File: config.mk
export PLATFORM = sky130hd
export DESIGN_NAME = mario_sprite_addr_gen
export DESIGN_NICKNAME = d
export VERILOG_FILES = /design/src/rtl/mario_sprite_pkg.sv /design/src/rtl/frame_tick_sync.sv /design/src/rtl/mario_sprite_addr_gen.sv
export SDC_FILE = /design/constraint.sdc
export NUM_CORES = 1
export LEC_CHECK = 0
export BUFFER_PORTS_ARGS = -buffer_cell sky130_fd_sc_hd__clkbuf_2
export CELL_PAD_IN_SITES_DETAIL_PLACEMENT = 0
export CELL_PAD_IN_SITES_GLOBAL_PLACEMENT = 1
export CORE_MARGIN = 2
export CORE_UTILIZATION = 39
export DETAILED_ROUTE_END_ITERATION = 10
export PLACE_DENSITY_LB_ADDON = 0.1
export SLEW_MARGIN = 30
export SYNTH_ARGS = -nofsm -noshare
export SYNTH_HDL_FRONTEND = slang
export SYNTH_SLANG_ARGS = --single-unit
File: constraint.sdc
create_clock -name Clk -period 5.2 [get_ports Clk]
set_input_delay 1.04 -clock Clk [delete_from_list [all_inputs] [get_ports Clk]]
set_output_delay 1.04 -clock Clk [all_outputs]
set_load 0.1 [all_outputs]
File: src/rtl/mario_sprite_pkg.sv
// mario_sprite_pkg: animation pose encodings and default sprite geometry
package mario_sprite_pkg;
    typedef enum logic [2:0] {
        STAND = 3'd0,
        WALK1 = 3'd1,
        WALK2 = 3'd2,
        WALK3 = 3'd3,
        JUMP  = 3'd4,
        SKID  = 3'd5
    } anim_state_t;
    localparam int SPR_W_DEF = 21;
    localparam int SPR_H_DEF = 41;
endpackage

File: src/rtl/frame_tick_sync.sv
// frame_tick_sync: synchronises the vsync-rate frame_clk and emits a 1-cycle
// registered tick per rising edge
module frame_tick_sync
    import mario_sprite_pkg::*;
(
    input  logic Clk,
    input  logic Reset,
    input  logic frame_clk,
    output logic tick
);
    logic [2:0] sync;
    always_ff @(posedge Clk) begin
        if (Reset) begin
            sync <= '0;
            tick <= 1'b0;
        end else begin
            sync <= {sync[1:0], frame_clk};
            tick <= sync[1] & ~sync[2];
        end
    end
endmodule

File: src/rtl/mario_sprite_addr_gen.sv
// mario_sprite_addr_gen: sprite ROM address, in-box flag and walk/jump pose FSM.
// Define MARIO_SKID_EN to add the SKID pose on direction reversal while walking.
module mario_sprite_addr_gen
    import mario_sprite_pkg::*;
#(
    parameter int SPR_W = SPR_W_DEF,
    parameter int SPR_H = SPR_H_DEF,
    parameter int FRAMES_PER_STEP = 6
`ifdef MARIO_SKID_EN
    , parameter int SKID_FRAMES = 8
`endif
) (
    input  logic       Clk,
    input  logic       Reset,
    input  logic       frame_clk,
    input  logic [9:0] DrawX,
    input  logic [9:0] DrawY,
    input  logic [9:0] MarioX,
    input  logic [9:0] MarioY,
    input  logic       walking,
    input  logic       airborne,
    input  logic       facing_left,
    output logic [9:0] read_address,
    output logic [2:0] sprite_sel,
    output logic       in_sprite
);
`ifdef MARIO_SKID_EN
    localparam int CW = $clog2(FRAMES_PER_STEP > SKID_FRAMES ? FRAMES_PER_STEP : SKID_FRAMES);
`else
    localparam int CW = $clog2(FRAMES_PER_STEP);
`endif
    logic          tick;
    anim_state_t   state;
    logic [CW-1:0] cnt;
    logic [9:0]    x_l, y_l, col, addr;
    logic          face_l, in_box;
    logic [10:0]   dx, dy;

    frame_tick_sync u_sync (
        .Clk(Clk),
        .Reset(Reset),
        .frame_clk(frame_clk),
        .tick(tick)
    );

    // zero-extended subtraction: bit 10 set means the pixel is left of / above the box
    always_comb begin
        dx = {1'b0, DrawX} - {1'b0, x_l};
        dy = {1'b0, DrawY} - {1'b0, y_l};
        in_box = !dx[10] && dx < 11'(SPR_W) && !dy[10] && dy < 11'(SPR_H);
        col = face_l ? 10'(SPR_W - 1) - dx[9:0] : dx[9:0];
        addr = in_box ? dy[9:0] * 10'(SPR_W) + col : '0;
    end

    always_ff @(posedge Clk) begin
        if (Reset) begin
            state        <= STAND;
            cnt          <= '0;
            x_l          <= '0;
            y_l          <= '0;
            face_l       <= 1'b0;
            read_address <= '0;
            sprite_sel   <= '0;
            in_sprite    <= 1'b0;
        end else begin
            read_address <= addr;
            in_sprite    <= in_box;
            sprite_sel   <= state;
            if (tick) begin
                x_l    <= MarioX;
                y_l    <= MarioY;
                face_l <= facing_left;
                cnt    <= '0;
                if (airborne)
                    state <= JUMP;
                else if (!walking)
                    state <= STAND;
                else if (state == STAND || state == JUMP)
                    state <= WALK1;
`ifdef MARIO_SKID_EN
                else if (state != SKID && face_l != facing_left)
                    state <= SKID;
                else if (state == SKID) begin
                    if (cnt != CW'(SKID_FRAMES - 1))
                        cnt <= cnt + 1'b1;
                    else
                        state <= WALK1;
                end
`endif
                else if (cnt != CW'(FRAMES_PER_STEP - 1))
                    cnt <= cnt + 1'b1;
                else
                    state <= state == WALK3 ? WALK1 : anim_state_t'(state + 3'd1);
            end
        end
    end
endmodule

==> summary.md, run 1 <==
| Metric | Value |
|---|---|
| Design area | 4588 um2 |
| H-tree levels | 2 |
| Skew-Pair Late Insertion Delay | slightly above 0.3 ns |
| Most frequent cells in the layout | inv_1, clkbuf_2, buf_4 |
| DRT iter0 DRCs | 42 |
| RSZ-0062 raised after global routing | true |
| Final hold violations | 0 |
| Crit Path Max Fanout | 4 |
| Worst R2R End | read_address[9]$_SDFF_PP0_ |
| CORE AREA | around 9100 um2 |
| Routability cong. | 0.8239 |
| Residual DRC count | 0 |
| I/O Pins | 60 |
| Critical path launch point type | primary input |
| Number of flops mapped to enable cells by yosys | 0 |
| DIE WIDTH | around 100 um |
| CTS sink cnt | 45 |
| Total GRT Usage | between 10% and 20% |
| Slew Viols, Final | 0 |
| Diodes inserted | 0 |
| FMAX | about 0.19 GHz |
| DIE AREA | around 10000 um2 |
| Kind of critical path | in -> reg |
| Share of cells above drive strength 1 | 29.96% |
| Static Leak | ~2.1 nW |
| Clock transition at the registers of the reported paths | around 0.10 ns |
| Setup slack, reg-to-reg | roughly 0.51 ns |
| Combinational power share | 59.4% |
| Power Density | ~320 nW/um2 |
| Syn. warnings | 0 |
| Vias in the first global route | 2,833 |
| Crit path time final | between 5 and 6 ns |
| Slew @ Worst Pin | 0.7089 ns |
| Die Ht | between 90 and 100 um |
| Synth Instances | around 400 |
| Most common cell after layout, fill and taps aside | inv_1 |
| Routed WL per cell | between 10 and 15 um |
| Synthesized area | roughly 3600 um2 |
| Clock root buffer | clkbuf_8 |
| Psw | between 0.5 and 0.6 mW |
| Clk pwr share | between 10% and 20% |
| Layout area overhead | 27.68% |
| Critical path arrival | ~5.3 ns |
| Fin nets | just over 600 |
| Hold wc startpoint | u_sync.sync[2]$_SDFF_PP0_ |
| Hold_buf cts | 0 |
| WHS | 0.3907 ns |
| PortBufs | approximately 60 |
| Worst Hold End | u_sync.tick$_SDFF_PP0_ |
| CP endpoint kind | flop |
| Placed Area | between 4000 and 5000 um2 |
| Status | completed |
| Sw Share | a little under two fifths |
| Cell row count | 35 |
| Netlist cell types | 49 |
| # setup viols final | 0 |
| First-pass GRT wire length | ~12,000 um |
| Total clock buffers created by CTS | 5 |
| Slew margin rel. | roughly 53% |
| Peak VDD IR | roughly 0.15 mV |
| Via density | between 4 and 5 |
| Synthesized Nets | 520 |
| Final core occ | between 50 and 60% |
| Yosys reg bits | between 40 and 50 |
| Largest net degree at the start of global routing | 35 |
| Starting density of the core | 39.45% |
| GRT Residual Overflow | 0 |
| Max Cap Viol | 0 |
| Internal power | between 0.9 and 1 mW |
| Post-DP HPWL | 5904 um |
| DRT Pass-1 Iters | 4 |
| Flop pwr share | approximately a quarter |
| R2R cell count | 20 |
| Post-synth ARST share | 0% |
| RR Startpoint | x_l[0]$_SDFFE_PP0P_ |
| Clock buffer depth | 2 |
| Period utilisation layout | a little over nine tenths |
| Hold Path Depth | 1 |
| Post-DRT Antenna Nets | 0 |
| CTS tree | yes |
| Ys flop type | dfxtp_1 |
| Pwr Total | approximately 1.5 mW |
| DRT Wirelength | about 7300 um |
| Seq/Total Area, Yosys | between 20% and 30% |
| Antenna violations before repair | 0 |
| Clock Skew | around 0.0063 ns |
| Worst path required time | between 5 and 6 ns |
| Hold Crit Class | reg -> reg |
| Mean area per synthesized cell | slightly below 9 um2 |
| DR vias | 2,974 |
==> power groups by stage <==
| stage | sequential, mW | clock (mW) | combinational [mW] |
|---|---|---|---|
| 3_3_place_gp | 0.360 | 0 | 0.839 |
| 2_1_floorplan | 0.360 | 0 | 0.590 |
| 6_report | 0.352 | 0.247 | 0.878 |
| 3_5_place_dp | 0.360 | 0 | 0.839 |
| 4_1_cts | 0.352 | 0.268 | 0.853 |
| 5_1_grt | 0.353 | 0.277 | 1.00 |
==> kinds of logic (layout without fill, tap and decap cells) <==
logic type | count (synthesis) | after routing | synth area share, %
and+or+nand+nor | 116 | 116 | 17.17
xor gates and xnor gates | 26 | 26 | 6.720
buffers and inverters | 76 | 178 | 8.148
muxes | 22 | 22 | 6.163
AOI/OAI and AO/OA | 65 | 65 | 12.43
DFF | 45 | 45 | 25.07
adders and majority gates | 62 | 62 | 24.30
==> cell type report <==
cell class,instances,area [um2]
clock buffer,5,68.82
clock inverter,3,28.78
fill,898,4521
multi-input combinational,291,2544
tap,111,138.9
inverter,65,256.5
timing repair buffer,105,650.6
sequential,45,900.9
==> Yosys cell counts (10+ instances only) <==
cell type,number,area [um2]
inv_1,65,244.0
ha_1,49,613.1
dfxtp_1,45,900.9
nor2_1,41,153.9
mux2i_1,21,210.2
nand2_1,19,71.32
xnor2_1,16,140.1
a21oi_1,15,75.07
o21ai_0,14,70.07
fa_1,13,260.3
clkbuf_1,10,37.54
==> how the worst max path moves through the flow <==
stage                                      end      from  depth (start not counted)  slack (ns)
finish              read_address[9]$_SDFF_PP0_  DrawX[0]                         22        0.07
global route        read_address[9]$_SDFF_PP0_  DrawX[0]                         22       -0.14
CTS                 read_address[9]$_SDFF_PP0_  DrawX[0]                         23       0.003
detailed placement  read_address[9]$_SDFF_PP0_  DrawX[0]                         23       -0.48
global placement    read_address[9]$_SDFF_PP0_  DrawX[0]                         22       -0.41
floorplan           read_address[9]$_SDFF_PP0_  DrawX[0]                         21       -0.10
==> flip-flops by register name, indices dropped and copies added, names as in the netlist <==
signal        cells
cnt               3
face_l            1
in_sprite         1
read_address     10
sprite_sel        3
state             3
u_sync.sync       3
u_sync.tick       1
x_l              10
y_l              10
==> worst max-delay path, cell delays in order <==
cell      delay, ns
buf_8          0.11
inv_12         0.04
ha_4           0.12
inv_2          0.03
fa_2           0.34
a21o_1         0.19
a21oi_2        0.17
xor2_2         0.27
o221ai_2       0.15
nand2_1        0.11
xnor2_2        0.11
ha_1           0.25
fa_1           0.52
inv_2          0.04
fa_1           0.47
inv_1          0.04
ha_2           0.16
or4_1          0.50
a31oi_1        0.19
xnor3_1        0.27
xnor2_2        0.15
nor3_2         0.05
==> layer usage <==
metal	global-route usage [%]	wire length, um	share of wire (%)	vias up
li1	-	-	-	1581
met1	18.80	3490	48	1341
met2	26.04	3396	47	45
met3	3.621	328	4.5	7
met4	4.004	82	1.1	0
met5	0	0	0	-
==> per-stage QoR <==
stage,setup TNS (ns),std cells,setup WS (ns)
global placement,-0.5570,616,-0.4103
floorplan,-0.1012,412,-0.1012
CTS,0,624,0.002655
finish,0,625,0.07133
detailed placement,-0.6583,616,-0.4799
global route,-0.1400,625,-0.1400
==> repair_timing <==
item,CTS,global route
setup buffers,0,1
pin swaps,15,10
resized for setup,9,16
endpoints found under the setup margin,1,2
Power figures use the tool's default switching activity.
==> inputs of run 2 (changes only) <==
--- a/config.mk
+++ b/config.mk
@@ -6,7 +6,7 @@
 export NUM_CORES = 1
 export LEC_CHECK = 0
 export BUFFER_PORTS_ARGS = -buffer_cell sky130_fd_sc_hd__clkbuf_2
-export CELL_PAD_IN_SITES_DETAIL_PLACEMENT = 0
+export CELL_PAD_IN_SITES_DETAIL_PLACEMENT = 1
 export CELL_PAD_IN_SITES_GLOBAL_PLACEMENT = 1
 export CORE_MARGIN = 2
 export CORE_UTILIZATION = 39
==> summary.md, run 2 (synthesized netlist as in run 1, its figures left out) <==
| Metric | Value |
|---|---|
| Antenna violations before repair | 0 (unchanged) |
| Total clock buffers created by CTS | 5 (unchanged) |
| Worst path required time | 5.38 ns (about the same) |
| Hold Crit Class | reg -> reg |
| Die Ht | 99.99 um (unchanged) |
| Crit path time final | 5.243 ns (+0.1142 ns) |
| Clock buffer depth | 2 (unchanged) |
| DRT Wirelength | 8427 um (+15%) |
| Via density | 4.925 (+3.5%) |
| Largest net degree at the start of global routing | 35 (unchanged) |
| Most common cell after layout, fill and taps aside | inv_1 |
| Max Cap Viol | 0 (unchanged) |
| DR vias | 3,098 (+4.2%) |
| RSZ-0062 raised after global routing | true |
| Final WS setup | -0.04292 ns (-0.1142 ns) |
| Largest registers | read_address x10, x_l x10, y_l x10 |
| Pwr Total | 1.652 mW (+12%) |
| Crit path largest cell delay | 0.52 ns (about the same) |
| Power Density | 352.7 nW/um2 (+9.6%) |
| First-pass GRT wire length | 14,490 um (+18%) |
| Cell row count | 35 (unchanged) |
| Setup TNS | -0.04292 ns (-0.04292 ns) |
| Routed WL per cell | 13.40 um (+15%) |
| Post-DP HPWL | 6717 um (+14%) |
| Clock root buffer | clkbuf_8 |
| Final core occ | 51.41% (+1.0 points) |
| DIE AREA | 9998 um2 (unchanged) |
| DRT iter0 DRCs | 31 (-26%) |
| Total GRT Usage | 17.86% (+2.8 points) |
| Setup slack, reg-to-reg | 0.41 ns (-0.10 ns) |
| Worst path cell trace | clkbuf_8, inv_12, ha_4, inv_2, fa_2, buf_4, xnor2_4, buf_4, nor2_4, a21oi_2, o21ai_2, nand2_1, xnor2_1, ha_1, fa_1, inv_1, fa_1, inv_1, ha_2, or4_4, a31oi_1, xnor3_1, xnor2_2, nor3_2 |
| Period utilisation layout | 100.8% (+2.2 points) |
| Clock Skew | 0.009005 ns (+0.002684 ns) |
| Crit Path Max Fanout | 2 (-2) |
| DRT Pass-1 Iters | 4 (unchanged) |
| H-tree levels | 2 (unchanged) |
| GRT Residual Overflow | 0 (unchanged) |
| Starting density of the core | 39.45% (unchanged) |
| FMAX | 0.1907 GHz (-2.2%) |
| CTS sink cnt | 45 (unchanged) |
| Critical path launch point type | primary input |
| Slowest-stage cell, CP | fa_1 |
| Vias in the first global route | 3,251 (+15%) |
| Most frequent cells in the layout | inv_1, clkbuf_2, buf_4 |
| Filler cells | 1,108 (+23%) |
| Violated checks | negative setup slack |
| Residual DRC count | 0 (unchanged) |
| CTS tree | yes |
| Clock transition at the registers of the reported paths | 0.10 ns (about the same) |
| Skew-Pair Late Insertion Delay | 0.31 ns (about the same) |
| Slew @ Worst Pin | 0.6929 ns (-0.01599 ns) |
| PortBufs | 59 (unchanged) |
| Layout area overhead | 30.33% |
| Kind of critical path | in -> reg |
| Share of cells above drive strength 1 | 31.27% (+1.3 points) |
| CP delay by family, top | adder cells |
| CORE AREA | 9109 um2 (unchanged) |
| # setup viols final | 1 (+1) |
| Fin nets | 625 (+0.64%) |
| Final hold violations | 0 (unchanged) |
| Diodes inserted | 0 (unchanged) |
| Post-DRT Antenna Nets | 0 (unchanged) |
| Peak VDD IR | 0.1964 mV (+35%) |
| I/O Pins | 60 (unchanged) |
| Status | finished with violations |
| Crit path buf inv count | 7 (+2) |
| Slew margin rel. | 53.81% (+1.1 points) |
| Static Leak | 2.091 nW (+2.0%) |
| CP endpoint kind | flop |
| Routability cong. | 0.8239 (unchanged) |
| Slew Viols, Final | 0 (unchanged) |
| DIE WIDTH | 99.99 um (unchanged) |
| Hold_buf cts | 0 (unchanged) |
| Critical path arrival | 5.42 ns (+0.10 ns) |
run 2: final cells by class:
class	count	area (um2)	area share, %
tap	111	138.9	2.966
timing repair buffer	109	679.4	14.51
multi-input combinational	291	2570	54.88
sequential	45	900.9	19.24
clock buffer	5	68.82	1.469
clock inverter	3	68.82	1.469
inverter	65	256.5	5.477
run 2: what timing repair did:
action / 4_1_cts / 5_1_grt
pin swaps: 20 / 5
endpoints found under the setup margin: 1 / 2
buffers inserted: 5 / 0
gates resized for setup: 19 / 9
run 2: per-layer routing:
| layer | vias up | part of all wire (%) | global-route usage, % |
|---|---|---|---|
| met5 | - | 0 | 0 |
| met4 | 0 | 1.1 | 4.320 |
| met3 | 8 | 3.0 | 3.343 |
| met2 | 44 | 52 | 33.32 |
| met1 | 1451 | 44 | 21.08 |
| li1 | 1595 | - | - |
run 2: worst paths after layout:
kind / start / to / depth (start not counted)
max reg2reg: x_l[1]$_SDFFE_PP0P_ / read_address[9]$_SDFF_PP0_ / 20
min reg2reg: u_sync.sync[2]$_SDFF_PP0_ / u_sync.tick$_SDFF_PP0_ / 1
min: u_sync.sync[2]$_SDFF_PP0_ / u_sync.tick$_SDFF_PP0_ / 1
max: DrawX[0] / read_address[9]$_SDFF_PP0_ / 24
run 2: power breakdown:
group | internal (mW) | leakage, nW | switching [mW] | total, mW
Sequential | 0.349 | 0.364 | 0.00256 | 0.352
Clock | 0.194 | 0.0687 | 0.134 | 0.327
Combinational | 0.513 | 1.66 | 0.459 | 0.973
run 2: stage by stage:
| stage | area (um2) | cells | hold slack (ns) | setup slack [ns] |
|---|---|---|---|---|
| finish | 4683 | 629 | 0.3927 | -0.04292 |
| global placement | 4387 | 616 | 0.3723 | -0.4103 |
| global route | 4683 | 629 | 0.4143 | -0.2082 |
| detailed placement | 4387 | 616 | 0.3803 | -0.5253 |
| floorplan | 3664 | 412 | 0.3674 | -0.1012 |
| CTS | 4631 | 629 | 0.3953 | 0.0008811 |
==> inputs of run 3 (changes only) <==
--- a/config.mk
+++ b/config.mk
@@ -5,11 +5,12 @@
 export SDC_FILE = /design/constraint.sdc
 export NUM_CORES = 1
 export LEC_CHECK = 0
+export ABC_AREA = 1
 export BUFFER_PORTS_ARGS = -buffer_cell sky130_fd_sc_hd__clkbuf_2
-export CELL_PAD_IN_SITES_DETAIL_PLACEMENT = 1
-export CELL_PAD_IN_SITES_GLOBAL_PLACEMENT = 1
-export CORE_MARGIN = 2
-export CORE_UTILIZATION = 39
+export CELL_PAD_IN_SITES_DETAIL_PLACEMENT = 2
+export CELL_PAD_IN_SITES_GLOBAL_PLACEMENT = 2
+export CORE_MARGIN = 1.5
+export CORE_UTILIZATION = 29
 export DETAILED_ROUTE_END_ITERATION = 10
 export PLACE_DENSITY_LB_ADDON = 0.1
 export SLEW_MARGIN = 30
==> summary.md, run 3 <==
| Metric | Value |
|---|---|
| Status | completed |
| Number of flops mapped to enable cells by yosys | 0 (unchanged) |
| Syn. warnings | 0 (unchanged) |
| Critical path arrival | 5.14 ns (-0.28 ns) |
| Mean area per synthesized cell | 7.028 um2 (-19%) |
| CTS sink cnt | 45 (unchanged) |
| Synth Instances | 527 (+28%) |
| Hold Crit Class | reg -> reg |
| Fin nets | 709 (+13%) |
| Cells after DPL | 764 (+24%) |
| Die Ht | 116.0 um (+16%) |
| Routed WL per cell | 13.36 um (-0.28%) |
| Final hold violations | 0 (unchanged) |
| Setup TNS | 0 ns (+0.04292 ns) |
| Top post-synthesis cells by count | inv_1, nand2_1, ha_1, dfxtp_1, a21oi_1 |
| Ys flop type | dfxtp_1 |
| Final WS setup | 0.2655 ns (+0.3084 ns) |
| Met1 Routed Length | 4636 um (+26%) |
| Seq/Total Area, Yosys | 24.32% (-0.75 points) |
| Register area | 900.9 um2 (unchanged) |
| Synthesized area | 3704 um2 (+3.1%) |
| Slowest-stage cell, CP | fa_2 |
| Crit Path Max Fanout | 2 (unchanged) |
| Post-synth ARST share | 0% (unchanged) |
| Max Cap Viol | 0 (unchanged) |
| Share of cells above drive strength 1 | 18.94% (-12 points) |
| Most frequent cells in the layout | inv_1, nand2_1, clkbuf_2 |
| Met3 WL | 246 um (-4.3%) |
| I/O Pins | 60 (unchanged) |
| DIE WIDTH | 116.0 um (+16%) |
| Clock buffer depth | 2 (unchanged) |
| Starting density of the core | 29.59% (-9.9 points) |
| Slew @ Worst Pin | 0.7102 ns (+0.01725 ns) |
| Setup slack, reg-to-reg | 0.74 ns (+0.33 ns) |
| DRT iter0 DRCs | 46 (+48%) |
| Period utilisation layout | 94.89% (-5.9 points) |
| DIE AREA | 13,460 um2 (+35%) |
| Largest registers | read_address x10, x_l x10, y_l x10 |
| Power Density | 390.5 nW/um2 (+11%) |
| Pwr Total | 1.776 mW (+7.5%) |
| # setup viols final | 0 (-1) |
| DRT Pass-1 Iters | 4 (unchanged) |
| CTS tree | yes |
| Crit path time final | 4.935 ns (-0.3084 ns) |
| Diodes inserted | 0 (unchanged) |
| Vias in the first global route | 3,761 (+16%) |
| PortBufs | 59 (unchanged) |
| Post-DP HPWL | 8794 um (+31%) |
| Highest metal used | met4 |
| FMAX | 0.2027 GHz (+6.3%) |
| Critical path launch point type | primary input |
| Filler cells | 1,511 (+36%) |
| Total GRT Usage | 16.60% (-1.3 points) |
| Slew Viols, Final | 0 (unchanged) |
| DP Worst Slack | -0.2216 ns (+0.3036 ns) |
| DR vias | 3,508 (+13%) |
| Routability cong. | 0.7680 (-6.8%) |
| Clock transition at the registers of the reported paths | 0.08 ns (-0.02 ns) |
| WHS | 0.3946 ns (+0.001948 ns) |
| CP endpoint kind | flop |
| Via density | 4.532 (-8.0%) |
| Synth Area in XOR/XNOR | 4.899% (-1.8 points) |
| CORE AREA | 12,520 um2 (+37%) |
| Antenna violations before repair | 0 (unchanged) |
| Static Leak | 2.383 nW (+14%) |
| Peak VDD IR | 0.1310 mV (-33%) |
| Synth Area in Simple Gates | 22.40% (+5.2 points) |
| Post-DRT Antenna Nets | 0 (unchanged) |
| GRT Residual Overflow | 0 (unchanged) |
| Multi-input logic area | 2375 um2 (-7.6%) |
| First-pass GRT wire length | 17,470 um (+21%) |
| CP dominant cell by count | inv_1 |
| Most common cell after layout, fill and taps aside | inv_1 |
| Netlist cell types | 36 (-27%) |
| Multiplexer share of the synthesized area | 0% (-6.2 points) |
| Post-synth top area cell | dfxtp_1 |
| Residual DRC count | 0 (unchanged) |
| Clock Skew | 0.01208 ns (+0.003078 ns) |
| Worst path required time | 5.41 ns (+0.03 ns) |
| Total clock buffers created by CTS | 5 (unchanged) |
| Largest family of logic cells by synthesized area | adder cells |
| Share of the synthesized area in the top cell type | 24.32% (-0.75 points) |
| Synth area leaders | dfxtp_1, ha_1, inv_1, nand2_1, fa_1 |
| Clock root buffer | clkbuf_16 |
| Slew margin rel. | 52.60% (-1.2 points) |
| Yosys reg bits | 45 (unchanged) |
| Largest net degree at the start of global routing | 27 (-23%) |
| Kind of critical path | in -> reg |
| H-tree levels | 2 (unchanged) |
| Compound-gate portion of the synthesized area | 11.35% (-1.1 points) |
| Skew-Pair Late Insertion Delay | 0.31 ns (about the same) |
| Top-count cell post-synth | inv_1 |
| Synthesized Nets | 635 (+22%) |
| Synth Area in Adders | 23.58% (-0.72 points) |
| Cell row count | 41 (+17%) |
| DRT Wirelength | 10,340 um (+23%) |
| Layout area overhead | 22.77% |
| Non-Filler Instances | 774 (+23%) |
| Crit path largest cell delay | 0.57 ns (+0.05 ns) |
| RSZ-0062 raised after global routing | true |
| Met2 wire length | 5359 um (+22%) |
-- run 3: area by class of cell --
class                   count  area share, %
well taps                 172          4.733
multi-input cells         350          52.23
repair buffers             75          9.136
clock buffers               5          2.752
clock inverters             3          1.046
inverters                 124          10.29
flip-flops and latches     45          19.81
-- run 3: cells by family (layout without fill, tap and decap cells) --
kind of cell | count (synthesis) | count (layout)
simple gates | 192 | 192
buf+inv | 132 | 207
flops | 45 | 45
compound gates | 77 | 77
fa+ha+maj | 62 | 62
xor+xnor | 19 | 19
-- run 3: power by group --
part / switching (mW) / internal [mW]
combinational: 0.566 / 0.462
sequential: 0.00355 / 0.352
clock: 0.162 / 0.231
-- run 3: final timing paths --
| kind | from | end | depth (start not counted) |
|---|---|---|---|
| setup / recovery | DrawX[0] | read_address[9]$_SDFF_PP0_ | 25 |
| hold / removal | u_sync.sync[2]$_SDFF_PP0_ | u_sync.tick$_SDFF_PP0_ | 1 |
| setup reg to reg | x_l[0]$_SDFFE_PP0P_ | read_address[9]$_SDFF_PP0_ | 23 |
| hold reg to reg | u_sync.sync[2]$_SDFF_PP0_ | u_sync.tick$_SDFF_PP0_ | 1 |
-- run 3: repair_timing --
item	4_1_cts	5_1_grt
setup buffers	0	2
endpoints found under the hold margin	0	0
setup endpoints to repair	0	3
resized for setup	0	19
hold buffers	0	0
-- run 3: metrics by stage --
step                      instance area, um2  utilization (%)
after detailed placement                4289            34.27
after CTS                               4462            35.65
final                                   4547            36.33
after global placement                  4289            34.27
after floorplan                         3704                -
after global routing                    4547            36.33
-- run 3: layer usage --
metal,up-vias,global-route usage [%]
met4,0,3.902
met5,-,0
met2,36,30.35
met3,6,3.190
met1,1678,20.02
li1,1788,-
-- run 3: critical path: cells and delay by family --
| kind | cells | cell delay (ns) |
|---|---|---|
| fa+ha+maj | 7 | 2.44 |
| buf+inv | 8 | 0.44 |
| compound gates | 4 | 0.67 |
| simple gates | 5 | 0.40 |
| xor+xnor | 1 | 0.15 |
